===== src/rtl/npu_pkg.sv =====
// Shared definitions for the NPU element-wise ALU: op codes, frame size,
// saturation bounds and the FSM state type.
package npu_pkg;

  localparam logic [2:0] OP_ADD   = 3'b000;
  localparam logic [2:0] OP_SUB   = 3'b001;
  localparam logic [2:0] OP_MUL   = 3'b010;
  localparam logic [2:0] OP_MAX   = 3'b011;
  localparam logic [2:0] OP_MIN   = 3'b100;
  localparam logic [2:0] OP_RELU  = 3'b101;
  localparam logic [2:0] OP_PASSA = 3'b110;
  localparam logic [2:0] OP_PASSB = 3'b111;

  localparam int N_ELEM_DFLT = 1024;

  localparam logic signed [7:0] SAT_MAX = 8'sd127;
  localparam logic signed [7:0] SAT_MIN = -8'sd128;

  typedef enum logic [1:0] {
    ST_IDLE  = 2'd0,
    ST_RUN   = 2'd1,
    ST_DRAIN = 2'd2
  } state_t;

  function automatic logic signed [16:0] sext17(input logic signed [7:0] x);
    return {{9{x[7]}}, x};
  endfunction

endpackage


===== src/rtl/npu_sat8.sv =====
// Combinational clamp of a 17-bit signed intermediate to the signed 8-bit
// result range; clamp flags that the value was out of range.
module npu_sat8
  import npu_pkg::*;
(
  input  logic signed [16:0] din,
  output logic signed [7:0]  dout,
  output logic               clamp
);

  localparam logic signed [16:0] HI = {{9{SAT_MAX[7]}}, SAT_MAX};
  localparam logic signed [16:0] LO = {{9{SAT_MIN[7]}}, SAT_MIN};

  always_comb begin
    dout  = din[7:0];
    clamp = 1'b0;
    if (din > HI) begin
      dout  = SAT_MAX;
      clamp = 1'b1;
    end else if (din < LO) begin
      dout  = SAT_MIN;
      clamp = 1'b1;
    end
  end

endmodule


===== src/rtl/npu_alu.sv =====
// Element-wise 8-bit signed ALU over one N_ELEM frame per start.
// Define NPU_ALU_MUL_EN to build the 8x8 multiplier for OP_MUL; otherwise OP_MUL is PASS A.
module npu_alu
  import npu_pkg::*;
#(
  parameter int IN_LAT = 2,
  parameter int N_ELEM = N_ELEM_DFLT
) (
  input  logic              CLK,
  input  logic              rst_x,
  input  logic              CLR,
  input  logic [2:0]        OP,
  input  logic [2:0]        SHIFT,
  input  logic              NPU_EN,
  input  logic signed [7:0] A_RDATA,
  input  logic signed [7:0] B_RDATA,
  output logic              LM_EN,
  output logic signed [7:0] C_WDATA,
  output logic              BUSY,
  output logic              DONE,
  output logic              OVF,
  output state_t            dbg_state
);

  // Handshake: LM_EN=1 marks C_WDATA as a result the controller must take
  // that cycle; there is no ready/backpressure, so results never stall.

  localparam int CNT_W = $clog2(N_ELEM) + 1;

  state_t              state;
  logic [IN_LAT-1:0]   vld_sr;
  logic                vld_in;
  logic                sr_in;
  logic                start;
  logic                accept;
  logic [CNT_W-1:0]    count;
  logic [2:0]          op_q;
  logic                s1_vld;
  logic signed [16:0]  s1_raw;
  logic signed [16:0]  raw;
  logic signed [16:0]  a_x;
  logic signed [16:0]  b_x;
  logic signed [7:0]   sat_out;
  logic                sat_clamp;

  assign a_x    = sext17(A_RDATA);
  assign b_x    = sext17(B_RDATA);
  assign vld_in = vld_sr[IN_LAT-1];
  assign start  = (state == ST_IDLE) && NPU_EN && !DONE;
  // Enables outside a live frame (DONE cycle, DRAIN) are dropped before they
  // can turn into late operand-valid pulses.
  assign sr_in  = NPU_EN && ((state == ST_IDLE && !DONE) || state == ST_RUN);
  assign accept = (state == ST_RUN) && vld_in && (count < CNT_W'(N_ELEM));
  assign dbg_state = state;

`ifdef NPU_ALU_MUL_EN
  logic [2:0]         shift_q;
  logic signed [15:0] prod;
  logic signed [16:0] prod_x;

  assign prod   = A_RDATA * B_RDATA;
  assign prod_x = {prod[15], prod};

  always_ff @(posedge CLK or negedge rst_x) begin
    if (!rst_x) begin
      shift_q <= '0;
    end else if (CLR) begin
      shift_q <= '0;
    end else if (start) begin
      shift_q <= SHIFT;
    end
  end
`else
  logic unused_shift;
  assign unused_shift = ^SHIFT;
`endif

  always_comb begin
    raw = a_x;
    case (op_q)
      OP_ADD:   raw = a_x + b_x;
      OP_SUB:   raw = a_x - b_x;
`ifdef NPU_ALU_MUL_EN
      OP_MUL:   raw = prod_x >>> shift_q;
`else
      OP_MUL:   raw = a_x;
`endif
      OP_MAX:   raw = (a_x > b_x) ? a_x : b_x;
      OP_MIN:   raw = (a_x < b_x) ? a_x : b_x;
      OP_RELU:  raw = a_x[16] ? '0 : a_x;
      OP_PASSA: raw = a_x;
      OP_PASSB: raw = b_x;
      default:  raw = a_x;
    endcase
  end

  npu_sat8 u_sat (
    .din   (s1_raw),
    .dout  (sat_out),
    .clamp (sat_clamp)
  );

  always_ff @(posedge CLK or negedge rst_x) begin
    if (!rst_x) begin
      state   <= ST_IDLE;
      vld_sr  <= '0;
      count   <= '0;
      op_q    <= OP_ADD;
      s1_vld  <= 1'b0;
      s1_raw  <= '0;
      LM_EN   <= 1'b0;
      C_WDATA <= '0;
      BUSY    <= 1'b0;
      DONE    <= 1'b0;
      OVF     <= 1'b0;
    end else if (CLR) begin
      state   <= ST_IDLE;
      vld_sr  <= '0;
      count   <= '0;
      op_q    <= OP_ADD;
      s1_vld  <= 1'b0;
      s1_raw  <= '0;
      LM_EN   <= 1'b0;
      C_WDATA <= '0;
      BUSY    <= 1'b0;
      DONE    <= 1'b0;
      OVF     <= 1'b0;
    end else begin
      vld_sr[0] <= sr_in;
      for (int i = 1; i < IN_LAT; i++) begin
        vld_sr[i] <= vld_sr[i-1];
      end

      s1_vld <= accept;
      if (accept) begin
        s1_raw <= raw;
      end

      LM_EN <= s1_vld;
      if (s1_vld) begin
        C_WDATA <= sat_out;
        if (sat_clamp) begin
          OVF <= 1'b1;
        end
      end

      DONE <= 1'b0;
      case (state)
        ST_IDLE: begin
          if (start) begin
            op_q  <= OP;
            count <= '0;
            BUSY  <= 1'b1;
            state <= ST_RUN;
          end
        end
        ST_RUN: begin
          if (accept) begin
            count <= count + 1'b1;
          end
          if ((accept && count == CNT_W'(N_ELEM - 1)) || (!NPU_EN && vld_sr == '0)) begin
            state <= ST_DRAIN;
          end
        end
        ST_DRAIN: begin
          // Stage 1 empty means the final result is on LM_EN this cycle.
          if (!s1_vld) begin
            DONE  <= 1'b1;
            BUSY  <= 1'b0;
            state <= ST_IDLE;
          end
        end
        default: state <= ST_IDLE;
      endcase
    end
  end

endmodule


===== config.mk =====
export PLATFORM = sky130hd
export DESIGN_NAME = npu_alu
export DESIGN_NICKNAME = d
export VERILOG_FILES = /design/src/rtl/npu_pkg.sv /design/src/rtl/npu_sat8.sv /design/src/rtl/npu_alu.sv
export SDC_FILE = /design/constraint.sdc
export NUM_CORES = 1
export LEC_CHECK = 0
export ABC_AREA = 1
export CAP_MARGIN = 20
export CORE_ASPECT_RATIO = 0.7
export CORE_MARGIN = 10
export CORE_UTILIZATION = 34
export DETAILED_ROUTE_END_ITERATION = 12
export GPL_ROUTABILITY_DRIVEN = 0
export PLACE_DENSITY = 0.61
export SLEW_MARGIN = 20
export SYNTH_ARGS = -nofsm -noshare
export SYNTH_HDL_FRONTEND = slang
export SYNTH_HIERARCHICAL = 1
export SYNTH_SLANG_ARGS = --single-unit

===== constraint.sdc =====
create_clock -name CLK -period 5.2 [get_ports CLK]
set_clock_uncertainty 0.15 [all_clocks]
set_input_delay 1.04 -clock CLK [delete_from_list [all_inputs] [get_ports CLK]]
set_output_delay 1.04 -clock CLK [all_outputs]
set_load 0.01 [all_outputs]

# Word-level counts from Yosys, hierarchy flattened
# Cells that the tools add are included.
[classes]
n_addsub = 3
multipliers = 0
div = 0
order_cmp = 5
eq_ne = 14
shifts = 0
muxes = 37
bitwise_logic = 0
n_reduce_logical = 28
[ops]
columns = ["op", "count"]
rows = [
  ["case mux 17 bit (7 select lines)", 1],
  ["two-way mux 17 bit", 4],
  ["two-way mux 11 bit", 3],
  ["two-way mux 8 bit", 4],
  ["case mux 11 bit (2 select lines)", 1],
  ["greater-than comparator 17 x 8 -> 1 bit, second input constant", 1],
  ["less-than comparator 17 x 8 -> 1 bit, second input constant", 1],
  ["two-way mux 1 bit", 13],
  ["equality test 3 bit, second input constant", 4],
  ["adder 11 x 1 -> 11 bit, second input constant", 1],
  ["equality test 11 x 10 -> 1 bit, second input constant", 1],
  ["less-than comparator 11 bit, second input constant", 1],
  ["two-way mux 2 bit", 5],
  ["nonzero test 2 bit", 5],
  ["adder 8 x 8 -> 9 bit", 1],
  ["two-way mux 3 bit", 3],
  ["inequality test 3 bit, second input constant", 3],
  ["AND reduction 3 bit", 3],
  ["subtractor 8 x 8 -> 9 bit", 1],
  ["greater-than comparator 8 bit", 1],
  ["logical AND 1 bit", 8],
  ["less-than comparator 8 bit", 1],
  ["two-way mux 7 bit", 1],
  ["equality test 3 x 2 -> 1 bit, second input constant", 2],
  ["13 further kinds", 18],
]
[totals]
ff_bits = 48
latchBits = 0
ramBits = 0
mem_bits_ro = 0
output_inout_bits = 14
n_memories = 0

# Logic depth before layout (Yosys ltp)
[depth]
depth_word = 8
ltp_mapped = 16

# Modules after synthesis
# Netlist, hierarchy kept.
[modules_own_cells]
columns = ["mod", "n_inst", "cells_each", "area_per_inst_um2", "seq_area_each_um2"]
rows = [
  ["npu_alu", 1, 471, 3275.6, 1001.0],
  ["npu_sat8", 1, 32, 142.6, 0.0],
]

# Worst setup path before layout
# Ideal clock, no wire load.
[synth_path]
path_type = "input -> register"
from = "input B_RDATA[6]"
to = "register s1_raw[4]"
arrival_time_ps = 2451
t_required_ps = 4933
slack_ps = 2482
path_stages = 13
path_buffers = 2
cell_sequence = "inv_1 -> ha_1 -> nand2_1 -> nand2_2 -> a21oi_2 -> or2_1 -> buf_6 -> buf_6 -> nand4_1 -> nand3_1 -> nand3_1 -> nand2_1 -> nand2_1"
[synth_between]
elab_chain_cells = 5
elab_cells_between_ends = 7
cone_classes = "2 x order compare; 5 x mux"
[synth_rtl]
columns = ["item", "line", "rtl"]
rows = [
  ["from (decl)", "npu_alu.sv:16", "input logic signed [7:0] B_RDATA,"],
  ["less-than comparator 8 bit / greater-than comparator 8 bit (equally long branches)", "npu_alu.sv:89, npu_alu.sv:88", ""],
  ["two-way mux 17 bit (on tied branches)", "npu_alu.sv:89, npu_alu.sv:88", ""],
  ["case mux 17 bit (7 select lines) (*)", "npu_alu.sv:80", "case (op_q)"],
  ["two-way mux 17 bit (*)", "npu_alu.sv:135", "if (accept) begin"],
  ["two-way mux 17 bit (*)", "npu_alu.sv:116", "end else if (CLR) begin"],
  ["to (signal assigned)", "npu_alu.sv:136", "s1_raw <= raw;"],
  ["to (decl)", "npu_alu.sv:39", "logic signed [16:0] s1_raw;"],
]
# Mark *: on every way between the ends. The rest lies on a longest branch, timed or not. The select of a mux whose other input is x is not followed.
# A chain may end at the register's enable or synchronous reset.

# Final worst setup path
[layout_path]
from = "input B_RDATA[7]"
to = "register s1_raw[7]"
# Same word-level chain as after synthesis.

==> metrics.md <==
| Metric | Value |
|---|---|
| Total GRT Usage | 12.83% |
| Initial standard-cell utilization of the core | 35.03% |
| Count of clock tree sinks | 40 |
| Total congestion overflow after global routing | 0 |
| Hold path startpoint | s1_vld$_DFF_PN0_ |
| RSZ-0062 raised after global routing | false |
| # Max-Cap Violations | 0 |
| Net Sw Frac | 34.38% |
| Hold violation total from the final report | 0 |
| Commonest register cell after synthesis | sky130_fd_sc_hd__dfrtp_1 |
| Antenna fix cells | 0 |
| Setup tns final | 0 ps |
| Sum of net half-perimeters after detailed placement | 7482 um |
| Maximum achievable frequency | 0.2777 GHz |
| Measured slew at the worst slew-check pin | 887.5 ps |
| Resized cells post-CTS | 0 |
| Post-route cell area | 3989 um2 |
| Post-layout net count | between 500 and 600 |
| Post-synthesis cell type with the largest combined area | sky130_fd_sc_hd__dfrtp_1 |
| Distinct cells, synth | 42 |
| Final design utilization | 40.87% |
| Share of the clock period used by the worst path after layout | 69.25% |
| Element type at the critical path end | flop |
| Data arrival at the endpoint of the critical path | roughly 3700 ps |
| Cell count after synthesis | 503 |
| Sequential power share | 35.9% |
| Synthesized Nets | roughly 550 |
| CTS tree | yes |
| Leak Pwr | around 1.9 nW |
| Fraction of post-synthesis cell area in the top cell type by area | between 20% and 30% |
| Clock latency on the worst-skew pair | 290 ps |
| Ratio of cells with drive above 1 in the final layout | under 10% |
| Final period demand of the worst path | 3601 ps |
| Switching pwr | 0.3217 mW |
| Required time of the critical path | about 5300 ps |
| Combinational group share of total power | 30.8% |
| Count of routing violations after the opening detailed-route iteration | roughly 290 |
| Critical path fanouts, max | 16 |
| First-pass GRT wire length | 15870 um |
| Number of setup buffers added after CTS | 0 |
| Critical path type | in2reg |
| Root Driver | sky130_fd_sc_hd__clkbuf_16 |
| Die Span X | roughly 140 um |
| Worst supply voltage drop on vdd | 115.3 uV |
| Clock network fraction of design power | 33.3% |
| Number of enable-type register cells in the synthesized netlist | 0 |
| Number of iterations in the first detailed-routing pass | 5 |
| Number of buffers created by CTS | 5 |
| Least setup slack across all paths after layout | 1599 ps |
| Hold Path Class | reg2reg |
| Overall die area | about 15000 um2 |
| Startpoint of the most critical setup path | B_RDATA[7] |
| Syn. warnings | 6 |
| Power per unit of standard cell area | 234.6 nW/um2 |
| Clk slew on worst S/H paths | approximately 60 ps |
| Post-synth ARST share | 100.0% |
| Startpoint of the most critical register-to-register path | dbg_state[0]$_DFFE_PN0P_ |
| Number of buffers inserted by hold repair at cts | 0 |
| Overall via count from detail_route | around 3400 |
| Placed standard-cell area | 3842 um2 |
| Routed len/inst | 14.22 um |
| Total placed cells including tap cells | 654 |
| Proportion of synthesized chip area in sequential cells | 29.28% |
| Area growth from synthesis to layout | 16.69% |
| Number of slew-limit violations in the final report | 0 |
| Post-synthesis cell area | 3418 um2 |
| Bufs on Longest Clock Path | 2 |
| Number of levels the H-tree was split into | 2 |
| Top-Level Pins | 40 |
| Antenna violations before repair | 0 |
| Number of I/O port buffers | 36 |
| Antenna-violating nets left | 0 |
| Post-route DRC | 0 |
| Commonest cells in the netlist | sky130_fd_sc_hd__nand2_1, sky130_fd_sc_hd__nand3_1, sky130_fd_sc_hd__inv_1, sky130_fd_sc_hd__dfrtp_1, sky130_fd_sc_hd__nor2_1 |
| Drt via density | 5.198 |
| Largest net degree at the start of global routing | 41 |
| Startpoint type of the worst setup path | input pin |
| Post-layout instance count excluding filler cells | 662 |
| Setup-violating endpoint count in the final report | 0 |
| Count of state elements after synthesis | 40 |
| Post-Synthesis Mean Instance Area | 6.796 um2 |
| Minimum setup slack after placement | ~1400 ps |
| Run status | finished clean |
| Routed wire length | about 9400 um |
| Core Footprint | 9759 um2 |
| Filler cell count in the final layout | ~1000 |
| Internal portion of total power | 0.6142 mW |
| Synth area leaders | sky130_fd_sc_hd__dfrtp_1, sky130_fd_sc_hd__nand2_1, sky130_fd_sc_hd__nand3_1, sky130_fd_sc_hd__inv_1, sky130_fd_sc_hd__ha_1 |
| Via count of the first global-routing pass | 3255 |
| # rows | 30 |
| Vertical die dimension | 103.9 um |
| Max-slew headroom | 40.84% |
| Dominant cell by count in the synthesized netlist | sky130_fd_sc_hd__nand2_1 |
critical path: stages:
cell                              delay (ps)
sky130_fd_sc_hd__clkdlybuf4s50_1         530
sky130_fd_sc_hd__inv_1                    90
sky130_fd_sc_hd__ha_1                    450
sky130_fd_sc_hd__a21oi_2                 320
sky130_fd_sc_hd__or2_1                   560
sky130_fd_sc_hd__nand3_4                 250
sky130_fd_sc_hd__nand2_1                 110
sky130_fd_sc_hd__nand3_1                  90
sky130_fd_sc_hd__nand2_1                 110
sky130_fd_sc_hd__nand3_1                  60
sky130_fd_sc_hd__nand2_1                  60
routing by layer:
metal  wire length [um]  share of wire [%]  track usage [%]  up-vias
li1                   -                  -                -     1709
met4                108                1.1            3.456        0
met5                  0                  0                0        -
met2               3768                 40            17.46      108
met3                568                6.0            3.376       11
met1               4968                 53            19.08     1613
through the flow:
step / hold WS (ps) / power [mW]
final: 285.3 / 0.9359
after detailed placement: 279.0 / 0.6250
after global routing: 324.3 / 0.9930
after global placement: 287.4 / 0.6176
after floorplan: 261.0 / 0.5448
after CTS: 288.0 / 0.9362
power groups by stage:
stage / Clock (mW) / Combinational (mW) / Sequential, mW
final: 0.312 / 0.288 / 0.336
after global routing: 0.331 / 0.325 / 0.338
after floorplan: 0 / 0.204 / 0.341
after global placement: 0 / 0.276 / 0.341
after CTS: 0.316 / 0.284 / 0.336
after detailed placement: 0 / 0.283 / 0.342
placed cells by master, fill, tap and decap left out, types with 17 or more instances in the layout:
master	synthesis	final
sky130_fd_sc_hd__ha_1	17	17
sky130_fd_sc_hd__nand4_1	17	17
sky130_fd_sc_hd__nand3_1	70	70
sky130_fd_sc_hd__nor2_1	39	39
sky130_fd_sc_hd__nand2_1	135	135
sky130_fd_sc_hd__clkdlybuf4s50_1	0	35
sky130_fd_sc_hd__dfrtp_1	40	40
sky130_fd_sc_hd__a21oi_1	22	22
sky130_fd_sc_hd__inv_1	61	61
sky130_fd_sc_hd__o21ai_0	19	19
registers in the layout, summed over array words and instances, names as in the netlist, 2 cells and up:
register	cells
s1_raw	9
count	11
op_q	3
vld_sr	2
dbg_state	2
C_WDATA	8
logic make-up (layout without fill, tap and decap cells):
logic type	after synthesis	in the layout	share of synthesized area, %
buf+inv	80	111	10.03
fa+ha+maj	19	19	7.394
simple gates	298	298	41.07
flops	40	40	29.28
xor+xnor	9	9	2.306
compound gates	57	57	9.920
area by class of cell:
cell class / count / area, um2 / share of cell area, %
Clock buffer: 8 / 146.4 / 3.670
Multi-Input combinational cell: 383 / 2074 / 52.01
Inverter: 67 / 251.5 / 6.305
Tap cell: 128 / 160.2 / 4.015
Timing Repair Buffer: 36 / 355.3 / 8.908
Sequential cell: 40 / 1001 / 25.09
worst paths after layout:
kind                                     endpoint  slack (ps)  cells past startpoint
setup reg to reg             count[5]$_DFFE_PN0P_        3080                     13
max in group asynchronous     op_q[1]$_DFFE_PN0P_        3610                      1
hold / removal                     DONE$_DFF_PN0_         290                      1
hold reg to reg                    DONE$_DFF_PN0_         290                      1
min in group asynchronous  C_WDATA[1]$_DFFE_PN0P_         720                      1
setup / recovery            s1_raw[7]$_DFFE_PN0N_        1600                     11
Note: power is estimated with default switching activity, not from simulation.
==> patch (same flow settings) <==
The option `NPU_ALU_MUL_EN` is turned on by a define.
--- a/src/rtl/npu_alu.sv
+++ b/src/rtl/npu_alu.sv
@@ -2,2 +2,4 @@
 // Define NPU_ALU_MUL_EN to build the 8x8 multiplier for OP_MUL; otherwise OP_MUL is PASS A.
+`define NPU_ALU_MUL_EN
+
 module npu_alu
Check against the original RTL: not equivalent (a bounded check fails within 10 cycles, from zero or initial values and one cycle with rst_x low).
==> patch against the unedited design <==
- the run now ends with setup timing left
- die area grew 84%
- design area is 120% higher
- synthesized area rose by 100%
- worst setup slack worse by 1.6 ns
- global-route usage is 2.4 points higher
- wire length grew 120%
- sequential cell count increased by 10
- total power increased to 4.0 times the old value
- register-to-register slack got worse by 0.52 ns
- highest routed layer unchanged
==> patch: results (changes against the unedited design) <==
The run finished, with violations left. The final reports fail on setup timing. The wire length the detailed router placed on met1 came out at 10340 um (+110%). The fraction of final layout cells with drive strength greater than 1 was 0.2466 (+0.1792). The register area was 1251 um^2 (+25%); the total leakage power was 0.004620 uW (+140%). Met3 demand-to-capacity share in global routing: 0.03944 (+0.005682). The accumulated negative setup slack is -0.005766 ns (-0.005766 ns), and the number of failing setup endpoints in the final timing report is 1 (+1). The global-route usage over all layers is 0.1520 (+0.02366), and the layout filler cell count is 2029 (+99%). The tools report the sequential element share of the synthesized area as 0.1793 (-0.1136). The run gives 0.112 (-0.247) as the sequential power share. The clock buffer count is 6 (-2), and the met2 global-route usage is 0.2072 (+0.03260). The run gives 0.3058 mV (+170%) as the worst IR drop on VDD. The tools report the arrival time of data at the critical path endpoint as 5.29 ns (+1.61 ns). Number of buffers added on ports: 39 (+8.3%). The power dissipated by switching net loads is 1886 uW (+490%), and the via density per instance is 4.891 (-5.9%). The multi-input combinational cell count came out at 718 (+87%). The power per standard cell area is 425.8 nW/um^2 (+81%), and the length of routed met2 wiring is 8302 um (+120%).

Worst-case setup margin in the final layout: -0.005766 ns (-1.605 ns). For the final layout net count, the log shows 1240 (+110%). Relative to the synthesized area, the layout overhead comes to 26.66%.

Total clock sinks: 50 (+25%). For the global-route wire length before repair, the log shows 33700 um (+110%). The final-layout clock-cell area share works out to 0.01769 (-0.01901). For the count of cell types in the netlist, the log shows 50 (+19%). The cell count of the worst reg-to-reg path was 9 (-4). By area the synthesized netlist is led by sky130_fd_sc_hd__dfrtp_1 (18%), sky130_fd_sc_hd__fa_1 (16%), sky130_fd_sc_hd__nand2_1 (14%).

The tools report the pin count of the biggest net entering global routing as 51 (+24%). Master of the slowest instance on the critical path: sky130_fd_sc_hd__fa_1. The tools report the met1 usage as 0.2335 (+0.04265).
-- patch: cell count changes in the layout (fill, tap and decap cells not counted), moves of 16 or more --
cell,unedited run,this run
sky130_fd_sc_hd__buf_4,0,65
sky130_fd_sc_hd__fa_1,2,53
sky130_fd_sc_hd__ha_1,17,33
sky130_fd_sc_hd__inv_1,61,182
sky130_fd_sc_hd__inv_2,3,34
sky130_fd_sc_hd__nand2_1,135,239
sky130_fd_sc_hd__nand2_2,5,27
sky130_fd_sc_hd__nand3_2,2,26
sky130_fd_sc_hd__o21ai_1,1,19
-- patch: final timing paths --
kind,slack (ns),from,endpoint
max,-0.006,B_RDATA[2],s1_raw[5]
min reg2reg,0.30,s1_vld,DONE
min,0.30,s1_vld,DONE
max reg2reg,2.56,shift_q[0],s1_raw[2]
max in group asynchronous,3.79,rst_x,count[5]
min in group asynchronous,0.69,rst_x,LM_EN
-- patch: timing repair --
item                                    in CTS  in global routing
buffers inserted                             7                  9
pin swaps                                   49                 69
endpoints found under the setup margin      16                 16
resized for setup                          122                106
